===== config.mk =====
export PLATFORM = sky130hd
export DESIGN_NAME = coin_spawner
export DESIGN_NICKNAME = d
export VERILOG_FILES = /design/src/rtl/coin_spawner_pkg.sv /design/src/rtl/coin_spawner_lfsr16.sv /design/src/rtl/coin_spawner.sv
export SDC_FILE = /design/constraint.sdc
export NUM_CORES = 1
export LEC_CHECK = 0
export BUFFER_PORTS_ARGS = -buffer_cell sky130_fd_sc_hd__clkbuf_2
export CAP_MARGIN = 0
export CORE_ASPECT_RATIO = 0.7
export CORE_MARGIN = 4
export CORE_UTILIZATION = 43
export DETAILED_ROUTE_END_ITERATION = 8
export PLACE_DENSITY_LB_ADDON = 0.12
export SLEW_MARGIN = 25
export SYNTH_ARGS = -nofsm -noshare
export SYNTH_HDL_FRONTEND = slang
export SYNTH_SLANG_ARGS = --single-unit

===== constraint.sdc =====
create_clock -name Clk -period 3 [get_ports Clk]
set_input_delay 0.15 -clock Clk [delete_from_list [all_inputs] [get_ports Clk]]
set_output_delay 0.15 -clock Clk [all_outputs]
set_load 0.05 [all_outputs]

===== src/rtl/coin_spawner_pkg.sv =====
// Shared definitions for the coin spawner and the coin-collision stage:
// FSM states, screen size, coin geometry defaults and the LFSR tap mask.
package coin_spawner_pkg;

  typedef enum logic [1:0] {
    ST_IDLE,
    ST_RUN,
    ST_HIDDEN,
    ST_FREEZE
  } state_t;

  localparam int unsigned SCREEN_W        = 640;
  localparam int unsigned SCREEN_H        = 480;
  localparam int unsigned DEF_COIN_WIDTH  = 20;
  localparam int unsigned DEF_COIN_HEIGHT = 20;

  // Fibonacci taps 16,14,13,11 -> bit indices 15,13,12,10
  localparam logic [15:0] LFSR_TAPS = 16'hB400;

  function automatic logic [9:0] left_edge(input logic [9:0] right, input logic [9:0] width);
    return (right >= width) ? right - width : '0;
  endfunction

endpackage


===== src/rtl/coin_spawner_lfsr16.sv =====
// Free-running 16-bit Fibonacci LFSR used for the coin respawn height.
module lfsr16
  import coin_spawner_pkg::*;
#(
  parameter logic [15:0] SEED = 16'hACE1
) (
  input  logic        Clk,
  input  logic        reset,
  output logic [15:0] value
);

  always_ff @(posedge Clk) begin
    if (reset) value <= SEED;
    else       value <= {value[14:0], ^(value & LFSR_TAPS)};
  end

endmodule


===== src/rtl/coin_spawner.sv =====
// Coin position owner: scrolls, respawns, hides on collection, freezes on game over.
// Build with COIN_SPEEDUP_EN defined to make the scroll step grow with coin_count.
module coin_spawner
  import coin_spawner_pkg::*;
#(
  parameter int unsigned SPAWN_X     = 660,
  parameter int unsigned COIN_WIDTH  = DEF_COIN_WIDTH,
  parameter int unsigned COIN_HEIGHT = DEF_COIN_HEIGHT,
  parameter int unsigned SPEED       = 2,
  parameter int unsigned Y_MIN       = 100,
  parameter int unsigned HIDE_TICKS  = 30,
  parameter logic [15:0] LFSR_SEED   = 16'hACE1
) (
  input  logic       Clk,
  input  logic       reset,
  input  logic       Start,
  input  logic       Ack,
  input  logic       frame_tick,
  input  logic       game_over,
  input  logic       get_coin,
  output logic [9:0] X_Coin_L,
  output logic [9:0] X_Coin_R,
  output logic [9:0] Y_Coin,
  output logic       coin_visible,
  output logic [7:0] coin_count
);

  localparam logic [9:0]  SPAWN_X10 = 10'(SPAWN_X);
  localparam logic [9:0]  WIDTH10   = 10'(COIN_WIDTH);
  localparam logic [9:0]  Y_MIN10   = 10'(Y_MIN);
  localparam logic [9:0]  SPAWN_L   = left_edge(SPAWN_X10, WIDTH10);
  localparam int unsigned HW        = $clog2(HIDE_TICKS + 1);
  localparam logic [HW-1:0] HIDE_LAST = HW'(HIDE_TICKS - 1);

  if (LFSR_SEED == 16'd0 || SPAWN_X < SCREEN_W || HIDE_TICKS == 0 ||
      Y_MIN + 255 + COIN_HEIGHT > SCREEN_H) begin : g_bad_params
    $error("coin_spawner: invalid parameter set");
  end

  state_t        state;
  logic [HW-1:0] hide_cnt;
  logic          get_coin_q;
  logic          coin_rise;
  logic [15:0]   lfsr;
  logic [9:0]    step;
  logic [9:0]    x_scroll;
  logic          wrap;
  logic          unused_lfsr_hi;

  lfsr16 #(.SEED(LFSR_SEED)) u_lfsr (
    .Clk   (Clk),
    .reset (reset),
    .value (lfsr)
  );

  assign unused_lfsr_hi = ^lfsr[15:8];
  assign coin_rise      = get_coin & ~get_coin_q;

`ifdef COIN_SPEEDUP_EN
  logic [5:0] step_raw;
  assign step_raw = 6'(SPEED) + {1'b0, coin_count[7:3]};
  assign step     = (step_raw > 6'd8) ? 10'd8 : {4'b0, step_raw};
`else
  assign step = 10'(SPEED);
`endif

  assign wrap     = (X_Coin_R <= step);
  assign x_scroll = X_Coin_R - step;

  always_ff @(posedge Clk) begin
    get_coin_q <= get_coin;
    if (reset) begin
      state        <= ST_IDLE;
      X_Coin_R     <= SPAWN_X10;
      X_Coin_L     <= SPAWN_L;
      Y_Coin       <= Y_MIN10;
      coin_visible <= 1'b0;
      coin_count   <= '0;
      hide_cnt     <= '0;
      get_coin_q   <= 1'b0;
    end else begin
      unique case (state)
        ST_IDLE: begin
          if (Start) begin
            X_Coin_R     <= SPAWN_X10;
            X_Coin_L     <= SPAWN_L;
            Y_Coin       <= Y_MIN10 + {2'b0, lfsr[7:0]};
            coin_visible <= 1'b1;
            coin_count   <= '0;
            state        <= ST_RUN;
          end
        end
        ST_RUN: begin
          if (game_over) begin
            state <= ST_FREEZE;
          end else if (coin_rise && coin_visible) begin
            coin_count   <= coin_count + 8'd1;
            coin_visible <= 1'b0;
            hide_cnt     <= '0;
            state        <= ST_HIDDEN;
          end else if (frame_tick) begin
            if (wrap) begin
              X_Coin_R     <= SPAWN_X10;
              X_Coin_L     <= SPAWN_L;
              Y_Coin       <= Y_MIN10 + {2'b0, lfsr[7:0]};
              coin_visible <= 1'b1;
            end else begin
              X_Coin_R <= x_scroll;
              X_Coin_L <= left_edge(x_scroll, WIDTH10);
            end
          end
        end
        ST_HIDDEN: begin
          if (game_over) begin
            state <= ST_FREEZE;
          end else if (frame_tick) begin
            if (hide_cnt == HIDE_LAST) begin
              X_Coin_R     <= SPAWN_X10;
              X_Coin_L     <= SPAWN_L;
              Y_Coin       <= Y_MIN10 + {2'b0, lfsr[7:0]};
              coin_visible <= 1'b1;
              state        <= ST_RUN;
            end else begin
              hide_cnt <= hide_cnt + 1'b1;
              // A hidden coin that scrolls off the left edge wraps but stays hidden
              X_Coin_R <= wrap ? SPAWN_X10 : x_scroll;
              X_Coin_L <= wrap ? SPAWN_L : left_edge(x_scroll, WIDTH10);
            end
          end
        end
        ST_FREEZE: begin
          if (Ack) begin
            X_Coin_R     <= SPAWN_X10;
            X_Coin_L     <= SPAWN_L;
            Y_Coin       <= Y_MIN10;
            coin_visible <= 1'b0;
            state        <= ST_IDLE;
          end
        end
        default: state <= ST_IDLE;
      endcase
    end
  end

endmodule


======== Word-level counts from Yosys, hierarchy flattened ========
Cells that the tools add are included.
storage, ports and cells
  flip-flop bits (word level) ............. 63
  bits of input ports ..................... 7
cells by class
  mux-type cells .......................... 59
  add/subtract/negate cells ............... 5
  $lt $le $gt $ge ......................... 2
  equality and inequality tests ........... 20
  bitwise logic cells ..................... 2
  reductions and logical operators ........ 11
operators with widths
  kind                     number
  $mux W10                 28
  $pmux W10 S4             3
  $mux W5                  5
  $mux W8                  3
  $ne A2 B2 Y1 const B     11
  $pmux W8 S2              1
  $reduce_xor A16 Y1       1
  $ne A3 B3 Y1 const B     5
  $mux W2                  7
  $ge A10 B5 Y1 const B    1
  $le A10 B2 Y1 const B    1
  $pmux W5 S2              1
  $sub A10 B2 Y10 const B  1
  $sub A10 B5 Y10 const B  1
  $add A7 B8 Y9 const A    1
  $mux W1                  9
  $reduce_and A9 Y1        1
  $add A8 B1 Y8 const B    1
  $pmux W2 S4              1
  $reduce_and A8 Y1        1
  $reduce_and A7 Y1        1
  $reduce_and A6 Y1        1
  $add A5 B1 Y5 const B    1
  $eq A5 B5 Y1 const B     1
  other kinds (10)         12

======== Logic depth before layout (Yosys ltp) ========
  depth after elaboration ................. 8
  gate-level depth with buffers ........... 12
  depth with buffers taken out ............ 10

======== Modules after synthesis ========
Synthesis repeated with hierarchy kept, for this count alone.
unflattened totals
  cells, all modules ...................... 374
  area total of the unflattened synthesis .. 3,238.1 um^2
by module, submodules not included
  module        area an instance (um^2)  sequential area each (um^2)  cells an instance  times used
  coin_spawner  2,783.9                  920.9                        338                1
  lfsr16        454.2                    320.3                        36                 1

======== Worst setup path before layout ========
Ideal clock, no wire load.
  path kind ............................... register to register
  start point ............................. register X_Coin_R[1]
  end point ............................... register X_Coin_L[4]
  cell stages (with the launch flop) ...... 13
  required time ........................... 2.872 ns
  library setup time ...................... 0.128 ns
  path buffers ............................ 2
  data arrival time ....................... 2.616 ns
  slack ................................... 0.256 ns
  cells stage by stage .................... dfxtp_1 > clkbuf_1 > inv_1 > ha_1 > buf_2 > xor2_1 > inv_1 > ha_1 > a21oi_2 > a311oi_4 > nand3_4 > a32oi_1 > nor2_1
on the way
  cells in the longest elaborated chain, start to end .. 8
  elaborated cells on any way between the ends .. 13
  those cells by class .................... add/sub: 2; order compare: 2; mux: 9
ends and longest elaborated chain
  what                                                     RTL line                                  RTL
  from (decl)                                              coin_spawner.sv:22                        output logic [9:0] X_Coin_R,
  from (signal assigned)                                   coin_spawner.sv:108                       X_Coin_R <= x_scroll;
  from (signal assigned)                                   coin_spawner.sv:126                       X_Coin_R <= wrap ? SPAWN_X10 : x_scroll;
  $sub A10 B2 Y10                                          coin_spawner.sv:68                        assign x_scroll = X_Coin_R - step;
  $sub A10 B5 Y10 / $ge A10 B5 Y1 (equally long branches)  coin_spawner_pkg.sv:21                    return (right >= width) ? right - width : '0;
  $mux W10                                                 coin_spawner_pkg.sv:21
  $mux W10 (*)                                             coin_spawner.sv:102, coin_spawner.sv:127
  $mux W10 (on tied branches)                              coin_spawner.sv:117, coin_spawner.sv:101
  $mux W10 (on tied branches)                              coin_spawner.sv:116, coin_spawner.sv:96
  $mux W10 (on tied branches)                              coin_spawner.sv:114, coin_spawner.sv:94
  $pmux W10 S4 (*)                                         coin_spawner.sv:82                        unique case (state)
  to (signal assigned)                                     coin_spawner.sv:109                       X_Coin_L <= left_edge(x_scroll, WIDTH10);
  to (signal assigned)                                     coin_spawner.sv:127                       X_Coin_L <= wrap ? SPAWN_L : left_edge(x_scroll, WIDTH10);
  to (decl)                                                coin_spawner.sv:21                        output logic [9:0] X_Coin_L,
Mark *: on every way between the ends. The rest lies on a longest branch, timed or not. The select of a mux whose other input is x is not followed.
A chain may end at the register's enable or synchronous reset.

======== Worst setup path after layout ========
  start point ............................. register state[1]
  end point ............................... register X_Coin_R[6]
on the way
  cells in the longest elaborated chain, start to end .. 3
  elaborated cells on any way between the ends .. 13
  those cells by class .................... eq/ne: 10; mux: 1; reduce/logical: 2
ends and longest elaborated chain
  what                                  RTL line            RTL
  from (decl)                           coin_spawner.sv:40  state_t state;
  from (signal assigned)                coin_spawner.sv:73  state <= ST_IDLE;
  from (signal assigned)                coin_spawner.sv:90  state <= ST_RUN;
  from (signal assigned)                coin_spawner.sv:95  state <= ST_FREEZE;
  $eq A2 B1 Y1 (tied with other cells)  coin_spawner.sv:82
  $ne A2 B2 Y1 (no source line)         -
  $reduce_and A7 Y1 (no source line)    -
Several ways; a longest one is shown, not always the timed one.

==> out/metrics.cfg <==
[sta]
final.min_clock_period_ns=2.65
hold_violations=0
final-setup-viol-count=0
period_share_pct=88.4
max_freq_ghz=0.377
slew_headroom_pct=46.3
finalWorstSetupSlack_ns=0.348
worst_pin_slew_ns=0.806
finClkSkew_ns=0.00626
drv_slew=0
grt_setup_unrepaired=false
tns_ns=0

[global_routing]
grt_pass1_wl_mm=12.6
grt_pass1_vias=2485
grt_max_degree=43
antenna_found_initial=0
globalRouteTotalUtil_pct=17.2
grt_overflow=0

[floorplan]
num_io_pins=46
die_area_sq_mm=0.00922
dieHeight_um=81.6
rows=26
die_w_um=113
core_area_sq_mm=0.00742
start_util_pct=44.8

[synthesis]
yosysSeqAreaShare_pct=37.3
synth_nets=395
yosysUniqueCellTypes=65
yosysMostFrequentCell=dfxtp_1
netlist.area_leader.share_pct=37.3
synthTopCellsByArea=dfxtp_1 (37%), nor2_1 (5.1%), ha_1 (4.5%), xor2_1 (4.5%), a21oi_1 (2.9%)
synth_seq_cells=62
synth_top_area_cell=dfxtp_1
synthCells=376
synth_common_cells=dfxtp_1 (62), nor2_1 (45), a21oi_1 (19)
syn_area_per_cell_sq_um=8.84
synth_edf_count=0
async_flop_share_pct=0
netlist_area_sq_mm=0.00332
yosys_warnings=0
synth_ff_type=dfxtp_1

[worst_setup_path]
cp-endpoint=X_Coin_R[6]
slowest_stage=and3_1
worst-setup-path-type=reg -> reg
rrSetupSlack_ns=0.35
crit_fanout=17
crit_path_end_kind=flip-flop
cp.required_ns=3.23
start_kind=flip-flop
reg2regPathDepth=7
r2r-end=X_Coin_R[6]
startpoint=state[1]
cp.arrival_ns=2.89
critPathMaxStageDelay_ns=0.52
cp_cell_sequence=inv_1 > ha_1 > a21oi_1 > and4_1 > and3_1 > o21ai_0 > a311oi_1
worstReg2RegStart=state[1]

[clock_tree]
clk_pin_slew_ns=0.07
cts_buffer_depth=2
cts_made_buffers=9
cts_tree=done
cts_sinks=62
cts_hold_buf=0
cts_resized=0
root_buffer=clkbuf_8
cts_setup_buffers=0
cts_htree_levels=3
insertion_delay_ns=0.33

[hold_path]
min_path_type=in -> reg

[route]
firstDrtPassIters=4
ant_nets=0
wl_mm=7.59
avgViaCountPerCell=5.33
wl_per_cell_um=14.8
num_vias=2739
drtIter0Drc=190
drc=0

[placement]
pre_cts_slack_ns=0.355
hpwl_mm=5.60
gp_congestion=0.859
dp.cells=498
place.port_buffers=44

[finish]
fin_cells=514
multi_input_area_sq_mm=0.00190
ff_latch_area_sq_mm=0.00124
fill_cells=717
antenna_cells=0
drive_above_1_share_pct=20.4
nets=430
areaGrowthSynthToFinish_pct=13.0

[job]
maxCapViolations=0

[power]
ir_worst_vdd_mv=0.216
p_leak_nw=1.52
power.density_mw_per_mm2=667

[outcome]
status=complete, no violations

## critical path: cells and delay by family (launching register included)
kind,cells,cell delay [ns]
AND/OR/NAND/NOR,2,0.88
AO/OA/AOI/OAI,3,0.78
adder cells (fa/ha/maj),1,0.41
flip-flops,1,0.37
buffers and inverters,1,0.10
## placed cells by master (no fill, tap or decap), types with 7 or more instances in the layout
master	count
a21oi_1	19
o21ai_0	12
nand2_1	13
xor2_1	17
or2_2	7
xnor2_1	8
nor2_1	45
nor2b_1	14
dfxtp_1	62
clkbuf_2	44
nand4_1	8
ha_1	12
nand2b_1	11
inv_1	15
a32oi_1	9
clkbuf_8	9
## per-layer routing
metal,vias to the layer above,wire length [um],GRT usage [%]
met5,-,0,0
met4,0,108,5.04
met3,8,408,6.11
met2,61,3240,26.1
met1,1274,3830,23.2
li1,1396,-,-
## stage by stage
| stage | power [mW] | utilization, % | cell area, sq um | hold slack (ns) |
|---|---|---|---|---|
| after floorplan | 1.64 | - | 3320 | 0.278 |
| after global placement | 1.82 | 48.1 | 3570 | 0.390 |
| after detailed placement | 1.82 | 48.1 | 3570 | 0.394 |
| after CTS | 2.54 | 50.6 | 3760 | 0.0550 |
| after global routing | 2.66 | 50.6 | 3760 | 0.0747 |
| final | 2.51 | 50.6 | 3760 | 0.0776 |
## worst min-delay path by stage
stage                          start          endpoint  slack, ns  cells after the start
floorplan                   get_coin        get_coin_q       0.28                      1
global placement    u_lfsr.value[14]  u_lfsr.value[15]       0.39                      1
detailed placement  u_lfsr.value[14]  u_lfsr.value[15]       0.39                      1
CTS                         get_coin        get_coin_q       0.06                      2
global route                get_coin        get_coin_q       0.07                      2
finish                      get_coin        get_coin_q       0.08                      2
## layout make-up
type / instances / area share (%)
flip-flops and latches: 62 / 33.0
well taps: 98 / 3.26
multi-input cells: 275 / 50.5
clock inverters: 6 / 1.67
inverters: 15 / 1.50
repair buffers: 48 / 6.66
clock buffers: 10 / 3.40
## registers in the layout, summed over array words and instances, names as in the netlist
register / count
coin_count: 8
hide_cnt: 5
coin_visible: 1
get_coin_q: 1
Y_Coin: 9
u_lfsr.value: 16
X_Coin_L: 10
X_Coin_R: 10
state: 2
## logic make-up (layout without fill, tap and decap cells)
logic type	count (synthesis)	count (layout)	synth area share (%)
simple gates	144	144	24.6
other cells	1	1	0.113
fa+ha+maj	12	12	4.52
xor+xnor	25	25	6.59
compound gates	86	86	19.1
buf+inv	39	79	5.65
mux	7	7	2.15
flops	62	62	37.3
## where the power goes
group | internal (mW) | switching [mW]
combinational | 0.293 | 0.559
clock | 0.380 | 0.324
sequential | 0.887 | 0.0641
Note: power is estimated with default switching activity, not from simulation.
